===== config.mk =====
export PLATFORM = sky130hd
export DESIGN_NAME = seq_stream_gen
export DESIGN_NICKNAME = d
export VERILOG_FILES = /design/src/rtl/seq_stream_pkg.sv /design/src/rtl/seq_stream_shifter.sv /design/src/rtl/seq_stream_gen.sv
export SDC_FILE = /design/constraint.sdc
export NUM_CORES = 1
export LEC_CHECK = 0
export ABC_CLOCK_PERIOD_IN_PS = 2200
export BUFFER_PORTS_ARGS = -buffer_cell sky130_fd_sc_hd__buf_2
export CAP_MARGIN = 20
export CORE_UTILIZATION = 51
export DETAILED_ROUTE_END_ITERATION = 12
export GPL_TIMING_DRIVEN = 0
export MAX_ROUTING_LAYER = met4
export PLACE_DENSITY = 0.81
export SETUP_SLACK_MARGIN = 0.05
export SYNTH_ARGS = -nofsm -noshare
export SYNTH_HDL_FRONTEND = slang
export SYNTH_HIERARCHICAL = 1
export SYNTH_SLANG_ARGS = --single-unit

===== constraint.sdc =====
create_clock -name clk -period 2.2 [get_ports clk]
set_input_delay 0.22 -clock clk [delete_from_list [all_inputs] [get_ports clk]]
set_output_delay 0.22 -clock clk [all_outputs]
set_load 0.03 [all_outputs]

===== src/rtl/seq_stream_pkg.sv =====
// Shared definitions for the serial stream generator and its detector bench.
// Optional feature macro: SEQ_STREAM_GEN_PARITY_EN (adds the PARITY state).
package seq_stream_pkg;

  localparam int unsigned DefPatW = 8;
  localparam int unsigned DefCntW = 8;

  typedef enum logic [1:0] {
    StIdle,
    StShift,
`ifdef SEQ_STREAM_GEN_PARITY_EN
    StParity,
`endif
    StDone
  } state_e;

  // Length 0 or anything wider than the pattern register means "full width".
  function automatic int unsigned eff_len(input int unsigned len, input int unsigned max_w);
    return ((len == 0) || (len > max_w)) ? max_w : len;
  endfunction

  // A repeat count of 0 still sends the pattern once.
  function automatic int unsigned eff_rep(input int unsigned rep);
    return (rep == 0) ? 32'd1 : rep;
  endfunction

endpackage


===== src/rtl/seq_stream_shifter.sv =====
// Pattern register with MSB-first bit index; the FSM drives load/reload/step/clear.
module seq_stream_shifter #(
  parameter int unsigned PAT_W = 8,
  parameter int unsigned LEN_W = $clog2(PAT_W + 1)
) (
  input  logic             clk,
  input  logic             rst,
  input  logic             load,
  input  logic             reload,
  input  logic             step,
  input  logic             clear,
  input  logic [PAT_W-1:0] pat_in,
  input  logic [LEN_W-1:0] len_in,
  output logic             bit_out,
  output logic             parity,
  output logic             last
);

  logic [PAT_W-1:0] pat_q;
  logic [LEN_W-1:0] len_q;
  logic [LEN_W-1:0] idx_q;
  logic [PAT_W-1:0] mask;

  // Bits above the effective length are dropped at load so parity needs no mask later.
  assign mask    = ~({PAT_W{1'b1}} << len_in);
  assign bit_out = |(pat_q & (PAT_W'(1) << idx_q));
  assign parity  = ^pat_q;
  assign last    = (idx_q == '0);

  // Pattern, length and index registers.
  always_ff @(posedge clk or negedge rst) begin
    if (!rst) begin
      pat_q <= '0;
      len_q <= '0;
      idx_q <= '0;
    end else if (clear) begin
      pat_q <= '0;
      len_q <= '0;
      idx_q <= '0;
    end else if (load) begin
      pat_q <= pat_in & mask;
      len_q <= len_in;
      idx_q <= len_in - LEN_W'(1);
    end else if (reload) begin
      idx_q <= len_q - LEN_W'(1);
    end else if (step) begin
      idx_q <= idx_q - LEN_W'(1);
    end
  end

endmodule


===== src/rtl/seq_stream_gen.sv =====
// Serial bitstream generator: emits a latched pattern MSB-first, repeated rep_cnt times.
// Optional feature macro: SEQ_STREAM_GEN_PARITY_EN appends an even-parity bit per repetition.
module seq_stream_gen
  import seq_stream_pkg::*;
#(
  parameter int unsigned PAT_W = DefPatW,
  parameter int unsigned CNT_W = DefCntW,
  parameter int unsigned LEN_W = $clog2(PAT_W + 1)
) (
  input  logic             clk,
  input  logic             rst,
  input  logic [PAT_W-1:0] pat_in,
  input  logic [LEN_W-1:0] pat_len,
  input  logic [CNT_W-1:0] rep_cnt,
  input  logic             start_valid,
  output logic             start_ready,
  input  logic             abort,
  output logic             out_stream,
  output logic             out_valid,
  output logic             busy,
  output logic             done
);

  state_e           state_q, state_d;
  logic [CNT_W-1:0] rep_q, rep_d;
  logic             stream_q, stream_d;
  logic             valid_q, valid_d;
  logic             busy_q, busy_d;
  logic             done_q, done_d;
  logic             ready_q, ready_d;

  logic             sh_load, sh_reload, sh_step, sh_clear;
  logic             sh_bit, sh_parity, sh_last;
  logic [LEN_W-1:0] len_eff;
  logic [CNT_W-1:0] rep_extra;

  assign len_eff   = LEN_W'(eff_len(32'(pat_len), PAT_W));
  // rep_q counts repetitions still to come after the current one.
  assign rep_extra = CNT_W'(eff_rep(32'(rep_cnt)) - 32'd1);

  assign out_stream  = stream_q;
  assign out_valid   = valid_q;
  assign busy        = busy_q;
  assign done        = done_q;
  assign start_ready = ready_q;

  seq_stream_shifter #(
    .PAT_W(PAT_W),
    .LEN_W(LEN_W)
  ) u_shifter (
    .clk    (clk),
    .rst    (rst),
    .load   (sh_load),
    .reload (sh_reload),
    .step   (sh_step),
    .clear  (sh_clear),
    .pat_in (pat_in),
    .len_in (len_eff),
    .bit_out(sh_bit),
    .parity (sh_parity),
    .last   (sh_last)
  );

  // Next-state and registered-output decode.
  always_comb begin
    state_d   = state_q;
    rep_d     = rep_q;
    stream_d  = 1'b0;
    valid_d   = 1'b0;
    done_d    = 1'b0;
    busy_d    = busy_q;
    ready_d   = ready_q;
    sh_load   = 1'b0;
    sh_reload = 1'b0;
    sh_step   = 1'b0;
    sh_clear  = 1'b0;
    unique case (state_q)
      StIdle: begin
        ready_d = 1'b1;
        busy_d  = 1'b0;
        if (start_valid && ready_q) begin
          sh_load = 1'b1;
          rep_d   = rep_extra;
          state_d = StShift;
          ready_d = 1'b0;
          busy_d  = 1'b1;
        end
      end
      StShift: begin
        if (abort) begin
          sh_clear = 1'b1;
          state_d  = StIdle;
          busy_d   = 1'b0;
          ready_d  = 1'b1;
        end else begin
          valid_d  = 1'b1;
          stream_d = sh_bit;
          if (sh_last) begin
`ifdef SEQ_STREAM_GEN_PARITY_EN
            state_d = StParity;
`else
            if (rep_q != '0) begin
              rep_d     = rep_q - CNT_W'(1);
              sh_reload = 1'b1;
            end else begin
              state_d = StDone;
            end
`endif
          end else begin
            sh_step = 1'b1;
          end
        end
      end
`ifdef SEQ_STREAM_GEN_PARITY_EN
      StParity: begin
        if (abort) begin
          sh_clear = 1'b1;
          state_d  = StIdle;
          busy_d   = 1'b0;
          ready_d  = 1'b1;
        end else begin
          valid_d  = 1'b1;
          stream_d = sh_parity;
          if (rep_q != '0) begin
            rep_d     = rep_q - CNT_W'(1);
            sh_reload = 1'b1;
            state_d   = StShift;
          end else begin
            state_d = StDone;
          end
        end
      end
`endif
      StDone: begin
        // Abort is not sampled here: the transmission already finished.
        done_d  = 1'b1;
        busy_d  = 1'b0;
        ready_d = 1'b1;
        state_d = StIdle;
      end
      default: begin
        state_d = StIdle;
        busy_d  = 1'b0;
        ready_d = 1'b1;
      end
    endcase
  end

  // State, repeat counter and output registers.
  always_ff @(posedge clk or negedge rst) begin
    if (!rst) begin
      state_q  <= StIdle;
      rep_q    <= '0;
      stream_q <= 1'b0;
      valid_q  <= 1'b0;
      busy_q   <= 1'b0;
      done_q   <= 1'b0;
      ready_q  <= 1'b1;
    end else begin
      state_q  <= state_d;
      rep_q    <= rep_d;
      stream_q <= stream_d;
      valid_q  <= valid_d;
      busy_q   <= busy_d;
      done_q   <= done_d;
      ready_q  <= ready_d;
    end
  end

  // Reference sh_parity in the default build so it is not left dangling.
`ifndef SEQ_STREAM_GEN_PARITY_EN
  logic unused_parity;
  assign unused_parity = sh_parity;
`endif

endmodule


; ---- Word level (Yosys, flattened, before mapping)
; Index checks and enable logic that the tools add are counted.
[totals]
out_inout_bits = 5
word_cells = 84
regBits = 31
[op_classes]
n_lt_le_gt_ge = 1
add_sub_neg = 5
n_bitwise = 3
n_eq_ne = 9
n_shift = 2
muxes = 41
reduce_logical = 13
[op_table]
columns = cell, n
row1 = $mux 8, 7
row2 = $mux 4, 7
row3 = $mux 1, 19
row4 = $and 8x8->8, 2
row5 = $pmux 8 s2, 1
row6 = $sub 8x1->8 const B, 2
row7 = $sub 4x1->4 const B, 3
row8 = $ne 2x2->1 const B, 5
row9 = $logic_not 4->1, 2
row10 = $logic_not 8->1, 1
row11 = $mux 2, 4
row12 = $not 8->8, 1
row13 = $reduce_bool 8->1, 1
row14 = $reduce_or 8->1, 1
row15 = $shl 1x4->8 const A, 1
row16 = $shl 8x4->8 const A, 1
row17 = $ne 3x3->1 const B, 2
row18 = $reduce_and 5->1, 1
row19 = $gt 4x4->1 const B, 1
row20 = $pmux 1 s2, 2
row21 = $pmux 2 s2, 1
row22 = $reduce_bool 2->1, 2
row23 = $reduce_bool 4->1, 1
row24 = $reduce_and 3->1, 1
row25 = other kinds (5), 5

; ---- Longest topological paths before layout
; Gate-level depths: netlist (run 1).
[logic_depth]
word_depth = 8
depth_mapped = 10
ltp_nobuf = 8

; ---- Cells and area by module
; Netlist (run 1), hierarchy kept.
[by_module_without_submodules]
columns = module, area_per_inst_um2, instances, cells_per_inst
row1 = seq_stream_shifter, 1004.7, 1, 104
row2 = seq_stream_gen, 969.7, 1, 111

; ---- Worst setup path before layout (run 1)
; OpenSTA, ideal clock, no wires.
[synth_timing]
path_kind = reg-to-reg
startpoint = reg rep_q[2]
endpoint = reg u_shifter.idx_q[2]
arrival_ns = 2.318
required_ns = 2.113
period_less_slack_ns = 2.405
setup_ns = 0.087
setup_slack_ns = -0.205
path_buffers = 2
stages_incl_launch_ff = 11
cell_sequence = dfrtp_1 > or3_1 > buf_2 > nor4_1 > nor2_1 > buf_6 > mux2i_1 > o21a_2 > ha_1 > xor2_1 > a211oi_2
[synth_between]
elab_chain_cells = 8
word_cells_on_any_way = 9
cone_classes = 7 x mux / 2 x reduce/logical
[synth_rtl]
columns = item, line
row1 = "start, declared", seq_stream_gen.sv:25  ; logic [CNT_W-1:0] rep_q, rep_d;
row2 = "start signal, assigned", seq_stream_gen.sv:161  ; rep_q <= rep_d;
row3 = $reduce_bool 8->1 *, seq_stream_gen.sv:102  ; if (rep_q != '0) begin
row4 = $mux 1 *, seq_stream_gen.sv:102
row5 = $mux 1 *, seq_stream_gen.sv:98  ; if (sh_last) begin
row6 = $mux 1 *, seq_stream_gen.sv:90  ; if (abort) begin
row7 = $mux 1 *, seq_stream_gen.sv:77  ; unique case (state_q)
row8 = named net sh_reload, seq_stream_gen.sv:32  ; logic sh_load, sh_reload, sh_step, sh_clear;
row9 = $mux 4, seq_stream_shifter.sv:44  ; end else if (reload) begin
row10 = $mux 4, seq_stream_shifter.sv:40  ; end else if (load) begin
row11 = $mux 4, seq_stream_shifter.sv:36  ; end else if (clear) begin
row12 = "end signal, assigned", seq_stream_shifter.sv:43  ; idx_q <= len_in - LEN_W'(1);
row13 = "end signal, assigned", seq_stream_shifter.sv:45  ; idx_q <= len_q - LEN_W'(1);
row14 = "end signal, assigned", seq_stream_shifter.sv:47  ; idx_q <= idx_q - LEN_W'(1);
row15 = "end, declared", seq_stream_shifter.sv:21  ; logic [LEN_W-1:0] idx_q;
; Mark *: on every way through the listed nets, which the timed path passes. The rest lies on a longest branch.
; A chain may end at the register's enable or synchronous reset.

; ---- Final worst setup path (run 1)
[layout_timing]
startpoint = reg state_q[1]
endpoint = reg rep_q[2]
[layout_between]
elab_chain_cells = 3
word_cells_on_any_way = 9
cone_classes = 5 x eq/ne / 1 x mux / 3 x reduce/logical
[layout_rtl]
columns = item, line
row1 = "start, declared", seq_stream_gen.sv:24  ; state_e state_q, state_d;
row2 = "start signal, assigned", seq_stream_gen.sv:152  ; state_q <= StIdle;
row3 = "start signal, assigned", seq_stream_gen.sv:160  ; state_q <= state_d;
row4 = $eq 2x1->1 or $logic_not 2->1 (tied branches), seq_stream_gen.sv:77
row5 = $ne 2x2->1 (no line) or $reduce_bool 2->1 (tied branches), n/a
row6 = $reduce_and 5->1 (no line), n/a
; Several ways; a longest one is shown, not always the timed one.

==> metrics.cfg, run 1 <==
[outcome]
status = finished, violations left
violations = negative hold slack, negative setup slack

[placement]
dp_hpwl_mm = 3.10
pre_cts_ws_ns = -0.166
io_buffers = 28
gp_congestion = 0.911
placed_cell_area_um2 = 2160

[routing]
via_per_inst = 5.85
ant_nets = 0
drt_iter0_markers = 72
dr.pass1.iters = 4
wire_per_inst_um = 15.0
drc = 0
num_vias = 1761
wl_mm = 4.52

[layout]
areaGrowthSynthToFinish_pct = 24.3
final_area_um2 = 2380
fillers = 292
layout_commonest_cell = buf_2
regArea_um2 = 779
antennaDiodeCount = 0
multiInputGateArea_um2 = 1150
final_cell_mix = buf_2, dfrtp_1, nor2_1, a21oi_1, buf_4
final_layout_size_suffix_gt1_frac = 0.322
nets = 280

[sta]
holdWs_ns = -0.0228
finalCriticalPeriod_ns = 2.20
worst_slack_ns = -0.00286
finalSetupViolCount = 1
clock_skew_ns = 0.00203
rsz0062_at_grt = yes
timing.final.crit_share = 1.00
fmax_mhz = 454
slew_violations = 0
fin_tns_setup_ns = -0.00286
relSlewSlack = 0.530
finalHoldViolCount = 30
worst_slew_pin_slew_ns = 0.705

[synth]
syn_area_per_cell_um2 = 9.20
synth_cells = 208
synth_warnings = 6
syn-cell-area_um2 = 1910
synth_fp_nets = 234

[setup_path]
arrival_ns = 2.36
end_kind = register
critPathKind = reg2reg
start_kind = register
required_ns = 2.36
crit_buf_inv = 1
critical_path.cell_chain = or2b_4 > buf_4 > nor2_2 > a21o_1 > ha_4 > or3b_2 > o21ai_1 > a22oi_1
slowest_stage = dfrtp_2
slowest_delay_ns = 0.46
cpLargestDelayFamily = simple AND/OR/NAND/NOR gates
crit_fanout = 10

[clock_tree]
cts_max_level = 2
hold_buffers = 0
cts_made_buffers = 5
clk_latency_ns = 0.29
clockBufferDepth = 2
clock-sinks = 31
cts_tree = done
cts.reportedPaths.clkPinSlew_ns = 0.07
cts-root-buf = clkbuf_8

[power_and_ir_drop]
ir_drop_mv = 0.747
power.density_nw_per_um2 = 1240
finalPower_w = 0.00294
power_leakage_nw = 1.05

[floorplanning]
die_area_um2 = 4000
die-width_um = 63.2
core_area_um2 = 3470
die_y_um = 63.2
start_util = 0.552
ios = 29
rows = 21

[global_routing]
grt_pass1_vias = 1707
grtUsageTotal = 0.264
overflow = 0
grt_max_degree = 32
antenna_found_initial = 0
grt_pass1_wl_mm = 7.93

[worst_hold_path]
min_path_type = in2async

[job]
maxCapViolCount = 0

area by class of cell:
class,count,area share
inverters,2,0.00316
well taps,46,0.0242
flip-flops and latches,31,0.328
multi-input cells,163,0.482
clock buffers,7,0.0321
repair buffers,40,0.0968
plain buffers,11,0.0321
clock inverters,1,0.00210
sequential cells by signal, summed over array words and instances, names as in the netlist:
name,count
rep_q,8
u_shifter/pat_q,8
u_shifter/idx_q,4
u_shifter/len_q,4
state_q,2
busy,1
done,1
out_stream,1
out_valid,1
start_ready,1
where the power goes:
group / total (W) / internal, W / switching [W]
logic: 0.00152 / 0.000745 / 0.000777
clock network: 0.000441 / 0.000222 / 0.000219
registers: 0.000980 / 0.000784 / 0.000196
total: 0.00294 / 0.00175 / 0.00119
final timing paths:
path | cells after the start | to | start | slack [ns]
min reg2reg | 1 | busy$_DFFE_PN0N_ | busy$_DFFE_PN0N_ | 0.49
max in group asynchronous | 1 | rep_q[3]$_DFFE_PN0P_ | rst | 1.72
max | 8 | rep_q[2]$_DFFE_PN0P_ | state_q[1]$_DFFE_PN0P_ | -0.003
max reg2reg | 8 | rep_q[2]$_DFFE_PN0P_ | state_q[1]$_DFFE_PN0P_ | -0.003
min in group clk | 2 | u_shifter/pat_q[5]$_DFFE_PN0P_ | pat_in[5] | 0.15
min | 1 | done$_DFF_PN0_ | rst | -0.02
stage by stage:
step | hold WS, ns | util | cells
after floorplan | -0.0756 | - | 208
after global placement | 0.312 | 0.622 | 282
after detailed placement | 0.313 | 0.622 | 282
after CTS | 0.000150 | 0.667 | 297
after global routing | 0.0339 | 0.686 | 301
final | -0.0228 | 0.686 | 301
worst reg2reg max path, delay by kind of cell (launching register included):
family / cells / cell delay [ns]
buf+inv: 1 / 0.18
flops: 1 / 0.46
simple gates: 3 / 0.87
fa+ha+maj: 1 / 0.18
compound gates: 3 / 0.38
metal layers:
layer	global-route usage	wire, um	part of all wire
met2	0.395	2040	0.45
met1	0.346	2160	0.48
met4	0.0938	59	0.013
met5	-	0	0
met3	0.0670	264	0.058
what timing repair did:
item | in CTS | in global routing
setup endpoints to repair | 8 | 8
resized for setup | 7 | 11
buffers inserted | 7 | 5
pin swaps | 2 | 0
hold endpoints to repair | 0 | 0
Note: power is estimated with default switching activity, not from simulation.
==> run 2, diff against run 1 <==
--- a/config.mk
+++ b/config.mk
@@ -7,8 +7,9 @@
 export LEC_CHECK = 0
 export ABC_CLOCK_PERIOD_IN_PS = 2200
 export BUFFER_PORTS_ARGS = -buffer_cell sky130_fd_sc_hd__buf_2
-export CAP_MARGIN = 20
-export CORE_UTILIZATION = 51
+export CELL_PAD_IN_SITES_DETAIL_PLACEMENT = 0
+export CELL_PAD_IN_SITES_GLOBAL_PLACEMENT = 1
+export CORE_UTILIZATION = 39
 export DETAILED_ROUTE_END_ITERATION = 12
 export GPL_TIMING_DRIVEN = 0
 export MAX_ROUTING_LAYER = met4
==> run 2 against run 1 <==
The flow still finishes with violations (negative hold slack, negative setup slack). Clock power rose by 14%. First-iteration DRC count rose by 120%. Non-clock buffer count rose by 8. Final area rose by 5.5%. Die area rose by 30%. Clock skew rose by 0.0015 ns. Total power rose by 5.6%. Cell count rose by 9.6%. Critical path type unchanged. Critical endpoint is now u_shifter/idx_q[2]$_DFFE_PN0P_. Largest cell class unchanged.
==> metrics.cfg, run 2 (same netlist as run 1, synthesis figures left out) <==
[layout]
final_cell_mix = buf_2, dfrtp_1, buf_4, nor2_1, a21oi_1
areaGrowthSynthToFinish_pct = 31.2
largestRegisters = rep_q: 8 flops, u_shifter/pat_q: 8 flops
layout_commonest_cell = buf_2
antennaDiodeCount = 0  ; unchanged
nets = 288  ; +2.9%
final_layout_size_suffix_gt1_frac = 0.354  ; +0.0320
fillers = 447  ; +53%
layoutNonFillerInstCount = 330  ; +9.6%

[global_routing]
grt_max_degree = 32  ; unchanged
antenna_found_initial = 0  ; unchanged
grt_pass1_wl_mm = 7.86  ; -0.87%
grtUsageTotal = 0.205  ; -0.0591
grt_pass1_vias = 1668  ; -2.3%
overflow = 0  ; unchanged

[placement]
gp_congestion = 0.844  ; -7.4%
pre_cts_ws_ns = -0.254  ; -0.0879 ns
placed_cells = 303  ; +7.4%
dp_hpwl_mm = 3.23  ; +4.0%
io_buffers = 28  ; unchanged

[sta]
timing.final.crit_share = 1.01  ; +0.00845
finalCriticalPeriod_ns = 2.22  ; +0.0186 ns
finalHoldViolCount = 30  ; unchanged
relSlewSlack = 0.539  ; +0.00834
rsz0062_at_grt = yes
worst_slack_ns = -0.0214  ; -0.0186 ns
fin_tns_setup_ns = -0.0214  ; -0.0186 ns
worst_slew_pin_slew_ns = 0.692  ; -0.0125 ns
slew_violations = 0  ; unchanged
finalSetupViolCount = 1  ; unchanged
holdWs_ns = -0.0306  ; -0.00781 ns
clock_skew_ns = 0.00354  ; +0.00151 ns
fmax_mhz = 450  ; -0.84%

[routing]
ant_nets = 0  ; unchanged
dr.pass1.iters = 4  ; unchanged
via_per_inst = 5.44  ; -7.0%
drc = 0  ; unchanged
drt_iter0_markers = 155  ; +120%
wire_per_inst_um = 14.4  ; -4.2%
num_vias = 1796  ; +2.0%
wl_mm = 4.75  ; +5.0%

[power_and_ir_drop]
power.density_nw_per_um2 = 1240  ; +0.10%
finalPower_w = 0.00311  ; +5.6%
ir_drop_mv = 0.339  ; -55%
power_leakage_nw = 1.10  ; +5.3%

[clock_tree]
cts_tree = done
cts-root-buf = clkbuf_8
cts_max_level = 2  ; unchanged
hold_buffers = 0  ; unchanged
cts_made_buffers = 5  ; unchanged
clock-sinks = 31  ; unchanged
clk_latency_ns = 0.28  ; about the same
cts.reportedPaths.clkPinSlew_ns = 0.06  ; about the same
clockBufferDepth = 2  ; unchanged

[setup_path]
arrival_ns = 2.42  ; +0.06 ns
end_kind = register
start_kind = register
crit_fanout = 5  ; -5
critPathKind = reg2reg
required_ns = 2.40  ; +0.04 ns

[floorplanning]
die_y_um = 72.0  ; +14%
rows = 25  ; +19%
start_util = 0.405  ; -0.147
die-width_um = 72.0  ; +14%
core_area_um2 = 4720  ; +36%
die_area_um2 = 5190  ; +30%
ios = 29  ; unchanged

[outcome]
violations = negative hold slack, negative setup slack
status = finished, violations left

[job]
maxCapViolCount = 0  ; unchanged

[worst_hold_path]
min_path_type = in2async

[run 2: metrics by stage]
step           utilization  cell area [um2]
6_report             0.531             2510
5_1_grt              0.531             2510
4_1_cts              0.505             2380
3_5_place_dp         0.462             2180
3_3_place_gp         0.462             2180
2_1_floorplan            -             1960
[run 2: worst paths after layout]
check | from | endpoint | slack, ns | cells after the start
worst max-delay path | rep_q[5]$_DFFE_PN0P_ | u_shifter/idx_q[2]$_DFFE_PN0P_ | -0.02 | 9
worst min-delay path | rst | rep_q[6]$_DFFE_PN0P_ | -0.03 | 1
worst max register to register | rep_q[5]$_DFFE_PN0P_ | u_shifter/idx_q[2]$_DFFE_PN0P_ | -0.02 | 9
worst min register to register | start_ready$_DFFE_PN1N_ | start_ready$_DFFE_PN1N_ | 0.47 | 2
max in group asynchronous | rst | rep_q[3]$_DFFE_PN0P_ | 1.73 | 1
min in group clk | pat_in[5] | u_shifter/pat_q[5]$_DFFE_PN0P_ | 0.16 | 2
[run 2: area by class of cell]
| cell class | count | area [um2] | share of cell area |
|---|---|---|---|
| multi-input cells | 163 | 1160 | 0.462 |
| flip-flops and latches | 31 | 779 | 0.311 |
| repair buffers | 49 | 298 | 0.119 |
| clock buffers | 7 | 96.3 | 0.0384 |
| well taps | 67 | 83.8 | 0.0334 |
| plain buffers | 10 | 78.8 | 0.0314 |
| clock inverters | 1 | 7.51 | 0.00299 |
| inverters | 2 | 7.51 | 0.00299 |
[run 2: critical path: stages, from the launching register on]
cell and delay, ns:
dfrtp_1 0.41, or3_4 0.41, nor4_4 0.27, nor2_2 0.06, buf_6 0.13, mux2i_1 0.11, o21a_1 0.25, ha_4 0.17
xor2_1 0.16, a211oi_2 0.17
[run 2: repair_timing]
item	4_1_cts	5_1_grt
resized for setup	12	11
pin swaps	6	14
setup buffers	6	15
endpoints found under the setup margin	9	8
[run 2: report_power, final]
part           internal [W]  switching [W]
Combinational      0.000805       0.000818
Clock              0.000284       0.000217
Sequential         0.000784       0.000201
Total               0.00187        0.00124
[run 2: per-layer routing]
layer	global-route usage	routed length (um)
met1	0.259	2210
met4	0.0871	100
met5	-	0
met2	0.312	2190
met3	0.0528	250
==> run 3, diff against run 2 <==
--- a/config.mk
+++ b/config.mk
@@ -12,6 +12,7 @@
 export CORE_UTILIZATION = 39
 export DETAILED_ROUTE_END_ITERATION = 12
 export GPL_TIMING_DRIVEN = 0
+export HOLD_SLACK_MARGIN = 0.05
 export MAX_ROUTING_LAYER = met4
 export PLACE_DENSITY = 0.81
 export SETUP_SLACK_MARGIN = 0.05
==> run 3 against run 2 <==
The flow finishes with violations (negative setup slack). Global-route usage unchanged. Core utilization up 0.21 points. Clock power about the same. Critical path type unchanged. Critical endpoint unchanged. Largest power group unchanged.
==> metrics.cfg, run 3 (same netlist as run 1, synthesis figures left out) <==
[floorplanning]
die_area_um2 = 5190  ; unchanged
ios = 29  ; unchanged
core_area_um2 = 4720  ; unchanged
start_util = 0.405  ; unchanged
die_y_um = 72.0  ; unchanged
rows = 25  ; unchanged
die-width_um = 72.0  ; unchanged

[setup_path]
start_kind = register
crit_fanout = 5  ; unchanged
r2r_start = rep_q[5]$_DFFE_PN0P_
r2r_slack_ns = -0.01  ; about the same
critPathKind = reg2reg
required_ns = 2.40  ; about the same
arrival_ns = 2.41  ; about the same
rr_endpoint = u_shifter/idx_q[2]$_DFFE_PN0P_
rr_worst_depth = 9  ; unchanged
end_kind = register

[clock_tree]
clockBufferDepth = 2  ; unchanged
clock-sinks = 31  ; unchanged
cts_tree = done
clk_latency_ns = 0.28  ; about the same
cts_max_level = 2  ; unchanged
cts-root-buf = clkbuf_8
cts.reportedPaths.clkPinSlew_ns = 0.06  ; about the same
cts_made_buffers = 5  ; unchanged

[placement]
gp_congestion = 0.844  ; unchanged
placed_cell_area_um2 = 2180  ; unchanged
dp_hpwl_mm = 3.23  ; unchanged
io_buffers = 28  ; unchanged

[layout]
final_layout_size_suffix_gt1_frac = 0.352  ; -0.00134
regArea_um2 = 779  ; unchanged
antennaDiodeCount = 0  ; unchanged
fillers = 446  ; -0.22%
largestRegisters = rep_q: 8 flops, u_shifter/pat_q: 8 flops
multiInputGateArea_um2 = 1160  ; unchanged
layout_commonest_cell = buf_2
final_cell_mix = buf_2, dfrtp_1, buf_4, nor2_1, a21oi_1
final_area_um2 = 2520  ; +0.40%
nets = 289  ; +0.35%
fin_util = 0.534  ; +0.00212
areaGrowthSynthToFinish_pct = 31.7

[sta]
worst_slew_pin_slew_ns = 0.685  ; -0.00759 ns
finalCriticalPeriod_ns = 2.21  ; -0.00849 ns
fmax_mhz = 452  ; +0.38%
worst_slack_ns = -0.0130  ; +0.00849 ns
clock_skew_ns = 0.00370  ; +0.000161 ns
finalHoldViolCount = 0  ; -100%
relSlewSlack = 0.544  ; +0.00506
slew_violations = 0  ; unchanged
finalSetupViolCount = 1  ; unchanged
timing.final.crit_share = 1.01  ; -0.00386
rsz0062_at_grt = yes

[global_routing]
overflow = 0  ; unchanged
grt_max_degree = 32  ; unchanged
grt_pass1_vias = 1668  ; unchanged
grt_pass1_wl_mm = 7.86  ; unchanged
antenna_found_initial = 0  ; unchanged
grtUsageTotal = 0.205  ; unchanged

[power_and_ir_drop]
combPwrFrac = 0.523  ; about the same
power_leakage_nw = 1.11  ; +0.38%
p_int_w = 0.00187  ; about the same
power.density_nw_per_um2 = 1240  ; -0.20%
clock_power_share = 0.161  ; about the same
ir_drop_mv = 0.340  ; +0.29%
pwr-share-seq = 0.316  ; about the same
p_switching_w = 0.00124  ; +0.40%
switching_share = 0.398  ; +0.000787

[worst_hold_path]
hp-start = pat_in[5]
min_path_type = in2reg
min_to = u_shifter/pat_q[5]$_DFFE_PN0P_
min_path_cells = 2

[routing]
ant_nets = 0  ; unchanged
drt_iter0_markers = 136  ; -12%
drc = 0  ; unchanged
via_per_inst = 5.41  ; -0.58%
wl_mm = 4.77  ; +0.36%
num_vias = 1791  ; -0.28%
wire_per_inst_um = 14.4  ; about the same
dr.pass1.iters = 4  ; unchanged

[job]
maxCapViolCount = 0  ; unchanged

[outcome]
status = finished, violations left
violations = negative setup slack

## run 3: area by class of cell
| class | instances | share of cell area |
|---|---|---|
| inverter | 2 | 0.00298 |
| timing repair buffer | 50 | 0.122 |
| clock buffer | 7 | 0.0382 |
| clock inverter | 1 | 0.00298 |
| buffer | 10 | 0.0313 |
| multi-input combinational | 163 | 0.460 |
| tap | 67 | 0.0333 |
| sequential | 31 | 0.309 |
## run 3: metrics by stage
stage / worst slack, ns / TNS [ns] / hold slack [ns] / instances / total power [W]
6_report: -0.0130 / -0.0130 / 0.156 / 331 / 0.00312
5_1_grt: -0.118 / -0.341 / 0.152 / 331 / 0.00334
4_1_cts: -0.0715 / -0.0715 / 0.155 / 317 / 0.00297
3_5_place_dp: -0.254 / -0.550 / 0.313 / 303 / 0.00232
3_3_place_gp: -0.233 / -0.560 / 0.311 / 303 / 0.00230
2_1_floorplan: 0.0444 / 0 / -0.0756 / 208 / 0.00199
## run 3: power groups by stage
stage	registers [W]	clock network (W)	logic, W
2_1_floorplan	0.000976	0	0.00102
3_3_place_gp	0.000986	0	0.00132
3_5_place_dp	0.000991	0	0.00133
4_1_cts	0.000979	0.000515	0.00148
5_1_grt	0.00101	0.000545	0.00178
6_report	0.000985	0.000500	0.00163
## run 3: routing by layer
metal,track usage,wire length [um]
met5,-,0
met4,0.0871,99
met3,0.0528,188
met2,0.312,2170
met1,0.259,2310
## run 3: worst max-delay path by stage
stage                     slack (ns)                              to              startpoint  depth (start not counted)
after floorplan                 0.04  u_shifter/idx_q[2]$_DFFE_PN0P_    rep_q[4]$_DFFE_PN0P_                          9
after global placement         -0.23            rep_q[2]$_DFFE_PN0P_  state_q[1]$_DFFE_PN0P_                          7
after detailed placement       -0.25            rep_q[2]$_DFFE_PN0P_  state_q[0]$_DFFE_PN0P_                          7
after CTS                      -0.07  u_shifter/idx_q[2]$_DFFE_PN0P_    rep_q[1]$_DFFE_PN0P_                         10
after global routing           -0.12  u_shifter/idx_q[2]$_DFFE_PN0P_    rep_q[0]$_DFFE_PN0P_                         10
final                          -0.01  u_shifter/idx_q[2]$_DFFE_PN0P_    rep_q[5]$_DFFE_PN0P_                          9
## run 3: repair_timing
action,4_1_cts,5_1_grt
setup buffers,6,15
setup endpoints to repair,9,8
pin swaps,6,14
gates resized for setup,12,11
hold endpoints to repair,30,0
hold buffers,1,0
## run 3: worst max-delay path: stages, from the launching register on
cell	delay, ns
dfrtp_1	0.40
or3_4	0.40
nor4_4	0.26
nor2_2	0.06
buf_6	0.13
mux2i_1	0.11
o21a_1	0.25
ha_4	0.17
xor2_1	0.16
a211oi_2	0.17
